--- config.mk ---
export PLATFORM = sky130hd
export DESIGN_NAME = mu_sweep_gen
export DESIGN_NICKNAME = d
export VERILOG_FILES = /design/src/rtl/mu_sweep_gen.sv
export SDC_FILE = /design/constraint.sdc
export NUM_CORES = 1
export LEC_CHECK = 0
export CAP_MARGIN = 20
export CORE_MARGIN = 2
export CORE_UTILIZATION = 56
export DETAILED_ROUTE_END_ITERATION = 16
export PLACE_DENSITY = 0.91
export RECOVER_POWER = 50
export SYNTH_ARGS = -nofsm -noshare
export SYNTH_HDL_FRONTEND = slang
export SYNTH_SLANG_ARGS = --single-unit
export TNS_END_PERCENT = 50
--- constraint.sdc ---
create_clock -name CLK -period 3.4 [get_ports CLK]
set_input_delay 0.85 -clock CLK [delete_from_list [all_inputs] [get_ports CLK]]
set_output_delay 0.85 -clock CLK [all_outputs]
set_load 0.01 [all_outputs]
--- src/rtl/mu_sweep_gen.sv ---
// Logistic-map mu generator: preset lookup or linear sweep.
// Emits a prescaled calc_en strobe and first-iteration flag per point.
module mu_sweep_gen #(
   parameter int MU_W    = 18,
   parameter int DIV_W   = 16,
   parameter int DWELL_W = 12,
   parameter int CNT_W   = 10
) (
   input  logic               CLK,
   input  logic               RST,
   input  logic               start,
   input  logic               stop,
   input  logic               mode,
   input  logic [3:0]         preset_sel,
   input  logic [MU_W-1:0]    mu_start,
   input  logic [MU_W-1:0]    mu_step,
   input  logic [CNT_W-1:0]   num_steps,
   input  logic [DWELL_W-1:0] dwell,
   input  logic [DIV_W-1:0]   div,
   output logic [MU_W-1:0]    mu,
   output logic               calc_en,
   output logic               first_iter,
   output logic [CNT_W-1:0]   step_idx,
   output logic               busy,
   output logic               done
);

   typedef enum logic {IDLE, RUN} state_t;

   // 18-bit reference codes, left-aligned into MU_W bits
   function automatic logic [MU_W-1:0] preset_mu(input logic [3:0] sel);
      logic [17:0]     code;
      logic [MU_W-1:0] r;
      case (sel)
         4'd0:    code = 18'h0CCCC;
         4'd1:    code = 18'h13333;
         4'd2:    code = 18'h31999;
         4'd3:    code = 18'h37333;
         4'd4:    code = 18'h38CCD;
         4'd5:    code = 18'h390A4;
         4'd6:    code = 18'h390E5;
         4'd7:    code = 18'h39127;
         4'd8:    code = 18'h391EC;
         4'd9:    code = 18'h3947B;
         4'd10:   code = 18'h3FFFF;
         default: code = 18'h00000;
      endcase
      r = '0;
      for (int i = 0; i < MU_W; i++) begin
         if (i < 18) r[MU_W-1-i] = code[17-i];
      end
      return r;
   endfunction

   state_t             state_q, state_d;
   logic [MU_W-1:0]    mu_q, mu_d;
   logic               calc_en_q, calc_en_d;
   logic               first_q, first_d;
   logic [CNT_W-1:0]   step_idx_q, step_idx_d;
   logic               busy_q, busy_d;
   logic               done_q, done_d;
   logic [DIV_W-1:0]   pre_q, pre_d;
   logic [DWELL_W-1:0] dwc_q, dwc_d;
   logic [MU_W-1:0]    step_q, step_d;
   logic [CNT_W-1:0]   lst_q, lst_d;
   logic [DWELL_W-1:0] dwl_q, dwl_d;
   logic [DIV_W-1:0]   div_q, div_d;

   logic [DIV_W-1:0]   pre_nxt;
   logic [MU_W:0]      sum;
   logic [MU_W-1:0]    mu_sat;
   logic               last_pulse;
   logic               last_point;

   // Saturating mu increment and end-of-point / end-of-run detection
   always_comb begin
      sum        = {1'b0, mu_q} + {1'b0, step_q};
      mu_sat     = sum[MU_W] ? '1 : sum[MU_W-1:0];
      pre_nxt    = (pre_q == div_q) ? '0 : pre_q + 1'b1;
      last_pulse = calc_en_q && (dwc_q == dwl_q);
      last_point = (step_idx_q == lst_q);
   end

   // Next-state logic: run control, prescaler, dwell and point sequencing
   always_comb begin
      state_d    = state_q;
      mu_d       = mu_q;
      calc_en_d  = 1'b0;
      first_d    = 1'b0;
      step_idx_d = step_idx_q;
      busy_d     = busy_q;
      done_d     = 1'b0;
      pre_d      = pre_q;
      dwc_d      = dwc_q;
      step_d     = step_q;
      lst_d      = lst_q;
      dwl_d      = dwl_q;
      div_d      = div_q;
      case (state_q)
         IDLE: begin
            if (start && !stop) begin
               state_d    = RUN;
               busy_d     = 1'b1;
               mu_d       = mode ? mu_start : preset_mu(preset_sel);
               step_idx_d = '0;
               pre_d      = '0;
               dwc_d      = '0;
               step_d     = mu_step;
               div_d      = div;
               dwl_d      = (dwell == '0) ? '0 : dwell - 1'b1;
               lst_d      = (mode && num_steps != '0) ?
                            num_steps - 1'b1 : '0;
               calc_en_d  = (div == '0);
               first_d    = (div == '0);
            end
         end
         RUN: begin
            if (stop) begin
               state_d = IDLE;
               busy_d  = 1'b0;
            end else if (last_pulse && last_point) begin
               state_d = IDLE;
               busy_d  = 1'b0;
               done_d  = 1'b1;
               pre_d   = '0;
               dwc_d   = '0;
            end else begin
               pre_d = pre_nxt;
               if (last_pulse) begin
                  mu_d       = mu_sat;
                  step_idx_d = step_idx_q + 1'b1;
                  dwc_d      = '0;
               end else if (calc_en_q) begin
                  dwc_d = dwc_q + 1'b1;
               end
               calc_en_d = (pre_nxt == div_q);
               first_d   = calc_en_d && (dwc_d == '0);
            end
         end
         default: state_d = IDLE;
      endcase
   end

   // State and registered outputs
   always_ff @(posedge CLK or negedge RST) begin
      if (!RST) begin
         state_q    <= IDLE;
         mu_q       <= '0;
         calc_en_q  <= 1'b0;
         first_q    <= 1'b0;
         step_idx_q <= '0;
         busy_q     <= 1'b0;
         done_q     <= 1'b0;
         pre_q      <= '0;
         dwc_q      <= '0;
         step_q     <= '0;
         lst_q      <= '0;
         dwl_q      <= '0;
         div_q      <= '0;
      end else begin
         state_q    <= state_d;
         mu_q       <= mu_d;
         calc_en_q  <= calc_en_d;
         first_q    <= first_d;
         step_idx_q <= step_idx_d;
         busy_q     <= busy_d;
         done_q     <= done_d;
         pre_q      <= pre_d;
         dwc_q      <= dwc_d;
         step_q     <= step_d;
         lst_q      <= lst_d;
         dwl_q      <= dwl_d;
         div_q      <= div_d;
      end
   end

   assign mu         = mu_q;
   assign calc_en    = calc_en_q;
   assign first_iter = first_q;
   assign step_idx   = step_idx_q;
   assign busy       = busy_q;
   assign done       = done_q;

endmodule

==> run metrics <==
leading post-synthesis cells by instance count nand2_1 (187), dfrtp_1 (117), o21ai_0 (94); post-layout net count 1,150; Combinational Power Share 31.0%; flip-flop cell with the highest count after synthesis dfrtp_1; Reg-to-Reg Start pre_q[0]; R2R cell count 9; total negative slack 0 ns; Die H 122.5 um; hold crit path type flop to flop; wire length of the first global-routing pass roughly 36,000 um; CTS H-tree depth 4; largest net degree at the start of global routing 55; Internal Pwr Total 3.470 mW; Mean Syn Cell Area 8.360 sq um; clk sinks 117; Clock Latency Late Sink 0.43 ns; CTS tree built; reported max-cap violation count 0; GRT Resource Usage Total 30.15%; total clock buffers created by CTS 17; Post-Layout Cell Count 1,231; Final period util 92.46%; Port Buffer Count 114; Worst Tran Pin Value 1.360 ns; final instance area 0.009701 sq mm; arrival time of the worst setup path ~3.5 ns; final critical delay including setup and external delays 3.144 ns; die outline width roughly 120 um; crit path max fanout 7; post-place instance area 0.009161 sq mm; vias in the first global route 7,383; Final Hold Vio Count 0; Final Max Slew Viols 0; syn nets 1,052; total of warnings raised by yosys 0; post-synthesis cell type with the largest combined area dfrtp_1; area share of the largest cell type after synthesis a little under two fifths; sequential fraction of the synthesis area 37.26%; switching power total 1.681 mW; number of buffers on the longest clock path 2; Netlist cell types between 70 and 80; EDFF count, synth 0; aggregate routed wire length about 21,000 um; number of register bits inferred by synthesis 117; share of flip-flops with an asynchronous set or reset 100.0%; ordered list of cells on the worst path ha_1, and4_1, nand3_2, mux2_1, a311oi_1, a21oi_1, o31a_1, or4b_1, o21ai_1; CP Launch Type flop; Rows 43; drt drc 0; critical path capture point type flop; switching power share of the total 32.63%; iteration count of the initial detailed-routing pass 5; routed via count 7,452; number of antenna violations at the first check in global routing 0; crit path from pre_q[0]; Min Hold Slack 0.4805 ns; sequential power share between 30% and 40%; clock slew at the register clock pins of the worst setup and hold paths 0.05 ns; outcome finished clean; Worst Path Required 3.75 ns; leading cell type by number of instances after synthesis nand2_1; total power slightly above 5 mW; post-cts gate resize count 0; die area 0.01500 sq mm; number of antenna repair diodes 0; worst r2r dst first_iter; cell type of the slowest stage on the worst timing path or4b_1; fmax 0.3181 GHz; worst reg2reg setup slack 0.26 ns; number of buffers added to fix hold violations after cts 0; slowest stage delay, CP approximately 0.53 ns; clock network fraction of design power 33.9%; top post-synthesis cells by area dfrtp_1 (37%), nand2_1 (8.9%), xnor2_1 (6.8%); placed cells 1,199; static leakage power 4.260 nW; I/O pin count 115; maximum ir drop on the vdd rail around 370 uV; routability-driven placement congestion ratio 0.9391; Setup Fix Bufs, Post-CTS 0; number of design-rule violations left by the first detailed-router iteration between 600 and 700; Vias/cell slightly above 6; relative slew slack 9.344%; Initial Util about 57%; unrepaired setup endpoints after global routing false; routed length per placed instance between 15 and 20 um; share of final-layout standard cells stronger than drive strength 1 under 10%; root buffer cell clkbuf_16; area delta synth->final 23.44%; grt ovf 0; detailed placer's ending HPWL 15,150 um; Syn Std Cell Area 0.007859 sq mm; cells after synthesis 940; Final setup violation count 0; endpoint of the most critical setup path first_iter; Final Skew 0.009596 ns; Core Region 0.01377 sq mm; number of antenna-violating nets in the routed design 0; category of the most critical setup path flop to flop; power per cell area 531.0 mW/mm^2
cell type report:
cell class / instances / area, sq um
clock buffer: 24 / 471.7
clock inverter: 8 / 100.1
fill: 1053 / 4073
inverter: 20 / 75.07
multi-input combinational: 751 / 4637
sequential: 117 / 2928
tap: 180 / 225.2
timing repair buffer: 131 / 1264
worst min-delay path by stage:
stage / cells after the start / from / slack [ns] / to
2_1_floorplan: 2 / step_q[0] / 0.45 / step_q[0]
3_3_place_gp: 2 / step_q[2] / 0.46 / step_q[2]
3_5_place_dp: 2 / step_q[6] / 0.47 / step_q[6]
4_1_cts: 2 / step_q[5] / 0.48 / step_q[5]
5_1_grt: 2 / step_q[5] / 0.50 / step_q[5]
6_report: 2 / step_q[5] / 0.48 / step_q[5]
flip-flops by register name, summed over array words and instances, names as in the netlist:
register    count
pre_q          16
dwc_q          12
dwl_q          12
step_q         18
lst_q          10
done            1
div_q          16
busy            1
first_iter      1
calc_en         1
mu             18
state_q         1
step_idx       10
layer usage:
metal  global-route usage [%]  share of wire (%)
met1                    38.32                 41
met2                    49.58                 48
met3                    6.459                6.6
met4                    13.29                3.7
met5                        0                  0
stage by stage:
step / util [%] / setup WS, ns
6_report: 70.43 / 0.2563
5_1_grt: 70.43 / 0.09650
4_1_cts: 70.67 / 0.3121
3_5_place_dp: 66.52 / 0.2751
3_3_place_gp: 66.52 / 0.3049
2_1_floorplan: - / 0.5646
cells by family (layout without fill, tap and decap cells):
family	Yosys count	count (layout)	share of synthesized area (%)
mux	3	3	0.4139
compound gates	239	239	18.71
flops	117	117	37.26
fa+ha+maj	29	29	4.713
buf+inv	72	183	3.773
simple gates	383	383	23.71
xor+xnor	97	97	11.43
power groups by stage:
stage,Sequential (mW),Clock (mW),Combinational [mW]
after floorplan,1.79,0,1.03
after global placement,1.81,0,1.52
after detailed placement,1.82,0,1.57
after CTS,1.80,1.75,1.59
after global routing,1.83,1.82,1.77
final,1.81,1.75,1.60
cells in the final DEF, fill, tap and decap left out, types with 12 or more instances in the layout:
cell type and n:
o21ai_0 94, clkdlybuf4s50_1 111, nor4_1 14, nand4_1 14
inv_1 18, nand3_1 13, nand2b_1 12, xor2_1 33
clkbuf_16 17, dfrtp_1 117, nor2_1 52, xnor2_1 61
buf_4 12, ha_1 28, nor3_1 22, and3_1 12
nand2_1 187, o31ai_1 15, a21oi_1 46
critical path, delay by kind of cell (launching register included):
family | cells | cell delay [ns]
and+or+nand+nor | 3 | 1.14
AOI/OAI and AO/OA | 4 | 0.72
DFF | 1 | 0.47
muxes | 1 | 0.40
adders and majority gates | 1 | 0.33
(Power assumes the default switching activity.)
==> RTL edit 1 (config.mk and constraints unchanged) <==
Change the parameter `CNT_W` from 10 to 20.
--- a/src/rtl/mu_sweep_gen.sv
+++ b/src/rtl/mu_sweep_gen.sv
@@ -4,7 +4,7 @@
    parameter int MU_W    = 18,
    parameter int DIV_W   = 16,
    parameter int DWELL_W = 12,
-   parameter int CNT_W   = 10
+   parameter int CNT_W   = 20
 ) (
    input  logic               CLK,
    input  logic               RST,
Ports: changed (resized num_steps and step_idx); port bits go from 115 to 135. The function was not compared with the original's and may differ.
==> RTL edit 1 against the original RTL <==
The run now ends with capacitance limit, slew limit left. Via count rose by 15%. Sequential cell count increased by 20. Routed wire length rose by 17%. Cell area grew 14%. Area after synthesis increased by 15%. Total power grew 9.8%. Global-route usage down 0.13 points. Setup slack gained 310 ps. Critical endpoint is now mu[12]$_DFFE_PN0P_. Largest power group unchanged. Highest routed layer unchanged.
==> RTL edit 1: results <==
export IMPL_status="complete, but fails checks"
export IMPL_violations="capacitance limit, slew limit"
export IMPL_synth_area_leaders="dfrtp_1 38%, nand2_1 8.6%, xnor2_1 7.8%"
export IMPL_synth_cell_type_count=72
export IMPL_vdd_drop_max_mv=0.387
export IMPL_grt_antenna_before_repair=0
export IMPL_fillCellCount=1149
export IMPL_portBuffers=134
export IMPL_hold_start="step_q[4]$_DFFE_PN0P_"
export IMPL_clockBufferDepth=2
export IMPL_drv_slew=78
export IMPL_p_comb_mw=1.80
export IMPL_nets=1318
export IMPL_grt_max_degree=78
export IMPL_rrSetupSlack_ps=560
export IMPL_switchingPower_mw=1.99
export IMPL_post_dp_hpwl_um=17700
export IMPL_r2r_end="mu[12]$_DFFE_PN0P_"
export IMPL_grt_pass1_wl_um=40600
export IMPL_critPathMaxStageDelay_ps=450
export IMPL_r2r_cells=11
export IMPL_synth_nets=1205
export IMPL_first_global_vias=8378
export IMPL_ys_seq_area_share_pct=38.0
export IMPL_pg_seq_mw=2.09
export IMPL_relSlewSlack_pct=-26.3
export IMPL_vias=8578
export IMPL_gp_congestion=0.948
export IMPL_fin_worst_skew_ps=12.8
export IMPL_cp_slowest_cell="or2_2"
export IMPL_ys_top_cells_by_count="206 x nand2_1, 137 x dfrtp_1, 98 x o21ai_0"
export IMPL_cap_viol_max_count=1
export IMPL_detailedRoute_firstIterationViolations=805
export IMPL_drive_gt1_share_pct=6.13
export IMPL_cp_arrival_ps=3130
==> RTL edit 1: layout make-up <==
type | instances | area share [%]
tap | 216 | 2.45
clock inverter | 13 | 0.986
timing repair buffer | 153 | 13.4
clock buffer | 19 | 4.10
multi-input combinational | 865 | 47.3
sequential | 137 | 31.1
inverter | 21 | 0.714
==> RTL edit 1: kinds of logic (layout without fill, tap and decap cells) <==
logic type / Yosys count / after routing / share of synthesized area (%)
buffers and inverters: 80 / 206 / 4.14
adders and majority gates: 30 / 30 / 4.24
and+or+nand+nor: 468 / 468 / 25.1
AOI/OAI and AO/OA: 243 / 243 / 16.4
muxes: 8 / 8 / 0.915
DFF: 137 / 137 / 38.0
xor gates and xnor gates: 116 / 116 / 11.3
==> RTL edit 1: worst max-delay path by stage <==
| stage | depth (start not counted) | to | startpoint |
|---|---|---|---|
| after global placement | 7 | lst_q[13]$_DFFE_PN0P_ | num_steps[10] |
| after floorplan | 6 | lst_q[13]$_DFFE_PN0P_ | num_steps[10] |
| final | 11 | mu[12]$_DFFE_PN0P_ | mu[0]$_DFFE_PN0P_ |
| after global routing | 2 | dwl_q[2]$_DFFE_PN0P_ | RST |
| after CTS | 7 | lst_q[13]$_DFFE_PN0P_ | num_steps[10] |
| after detailed placement | 7 | lst_q[13]$_DFFE_PN0P_ | num_steps[10] |
==> RTL edit 1: routing by layer <==
layer	share of wire, %	track usage (%)	up-vias
li1	-	-	4033
met1	40	38.2	4056
met2	49	50.2	423
met3	7.9	6.39	66
met4	3.2	11.8	0
met5	0	0	-
==> RTL edit 1: stage by stage <==
step                      hold slack [ps]  setup WS [ps]  cells  instance area [um^2]
after floorplan                       450            738   1082                  9030
after global placement                465            218   1392                 10500
after detailed placement              468            156   1392                 10500
after CTS                             466            610   1424                 11100
after global routing                  499            213   1424                 11000
final                                 491            563   1424                 11000
==> RTL edit 2 (same flow settings) <==
Made on the original files. Make the reset (`RST`) synchronous in one clocked block.
--- a/src/rtl/mu_sweep_gen.sv
+++ b/src/rtl/mu_sweep_gen.sv
@@ -142,7 +142,7 @@
    end
 
    // State and registered outputs
-   always_ff @(posedge CLK or negedge RST) begin
+   always_ff @(posedge CLK) begin
       if (!RST) begin
          state_q    <= IDLE;
          mu_q       <= '0;
Formal check against the unedited RTL: differs if RST is asserted again (counterexample within 4 cycles, from zero or initial values and one cycle with RST low); with RST held inactive, the same outputs for 4 cycles.
==> RTL edit 2 against the original RTL <==
The flow now finishes with violations (capacitance limit, slew limit). Area after synthesis shrank 6.3%. Die area shrank 6.1%. First-iteration DRC count shrank 12%. Setup slack gained 140 ps. Sequential cell count is the same. Clock skew grew 2.4 ps. Routed wire length shrank 6.0%. Critical path type is now input pin to flip-flop. Cell area shrank 5.0%. Sequential share of layout area shrank 4.8 points. Largest cell class unchanged.
Power is not compared: it rests on default switching activity, and its combinational part moved more than twofold at a synthesized area within 25%.
==> RTL edit 2: results <==
export IMPL_drv_slew=35
export IMPL_synth_cell_type_count=67
export IMPL_holdPathEnd="dwl_q[8]$_SDFFE_PN0P_"
export IMPL_grtUsageTotal_pct=28.7
export IMPL_portBuffers=114
export IMPL_r2r_end="mu[7]$_SDFFE_PN0P_"
export IMPL_wl_met2_um=9450
export IMPL_grt_max_degree=49
export IMPL_first_global_vias=6845
export IMPL_startpoint="stop"
export IMPL_whs_ps=456
export IMPL_status="complete, but fails checks"
export IMPL_use_met1_pct=36.0
export IMPL_synth_area_leaders="dfxtp_1 32%, nand2_1 8.6%, xnor2_1 7.4%"
export IMPL_fillCellCount=984
export IMPL_cp_max_fo=34
export IMPL_rrSetupSlack_ps=470
export IMPL_top_layer_used="met4"
export IMPL_ys_seq_area_share_pct=31.8
export IMPL_hold_start="dwl_q[8]$_SDFFE_PN0P_"
export IMPL_vias=7378
export IMPL_synthMuxAreaShare_pct=0.578
export IMPL_place_inst=1213
export IMPL_synth_async_sr_flop_share_pct=0
export IMPL_synthAdderAreaFrac_pct=5.03
export IMPL_dpl_worst_slack_ps=109
export IMPL_wl_met1_um=8400
export IMPL_gp_congestion=0.920
export IMPL_wl_met3_um=1550
export IMPL_vias_per_cell=5.92
export IMPL_drive_gt1_share_pct=5.77
export IMPL_detailedRoute_firstIterationViolations=541
export IMPL_endpoint="step_q[17]$_SDFFE_PN0P_"
export IMPL_grt_pass1_wl_um=32900
export IMPL_ys_top_cells_by_count="168 x nand2_1, 117 x dfxtp_1, 84 x o21ai_0"
export IMPL_finalWirelength_um=20100
export IMPL_tightestPinTransition_ps=1620
export IMPL_r2r_start="mu[0]$_SDFFE_PN0P_"
export IMPL_violations="capacitance limit, slew limit"
export IMPL_use_met2_pct=46.1
export IMPL_r2r_cells=12
export IMPL_fin_crit_ps=3000
export IMPL_fin_worst_skew_ps=11.9
export IMPL_post_dp_hpwl_um=14200
export IMPL_place_area_um2=8650
export IMPL_cap_viol_max_count=1
RTL edit 2: worst max-delay path, cell delays in order:
cell	delay, ps
clkdlybuf4s50_1	460
nor2_1	130
and2_1	240
clkbuf_1	1200
nand2_1	220
a21boi_0	230
RTL edit 2: power by group through the flow:
stage          Sequential, mW  Combinational [mW]  Clock (mW)
2_1_floorplan            1.48               0.305           0
4_1_cts                  1.46               0.536        1.75
3_3_place_gp             1.49               0.520           0
5_1_grt                  1.47               0.588        1.82
6_report                 1.46               0.539        1.73
3_5_place_dp             1.49               0.531           0
RTL edit 2: layout make-up:
class | count | area (um^2) | area share (%)
Clock inverter | 13 | 134 | 1.45
Clock buffer | 19 | 443 | 4.81
Tap cell | 172 | 215 | 2.34
Sequential cell | 117 | 2340 | 25.4
Timing Repair Buffer | 131 | 1280 | 13.8
Inverter | 27 | 101 | 1.10
Multi-Input combinational cell | 767 | 4700 | 51.0
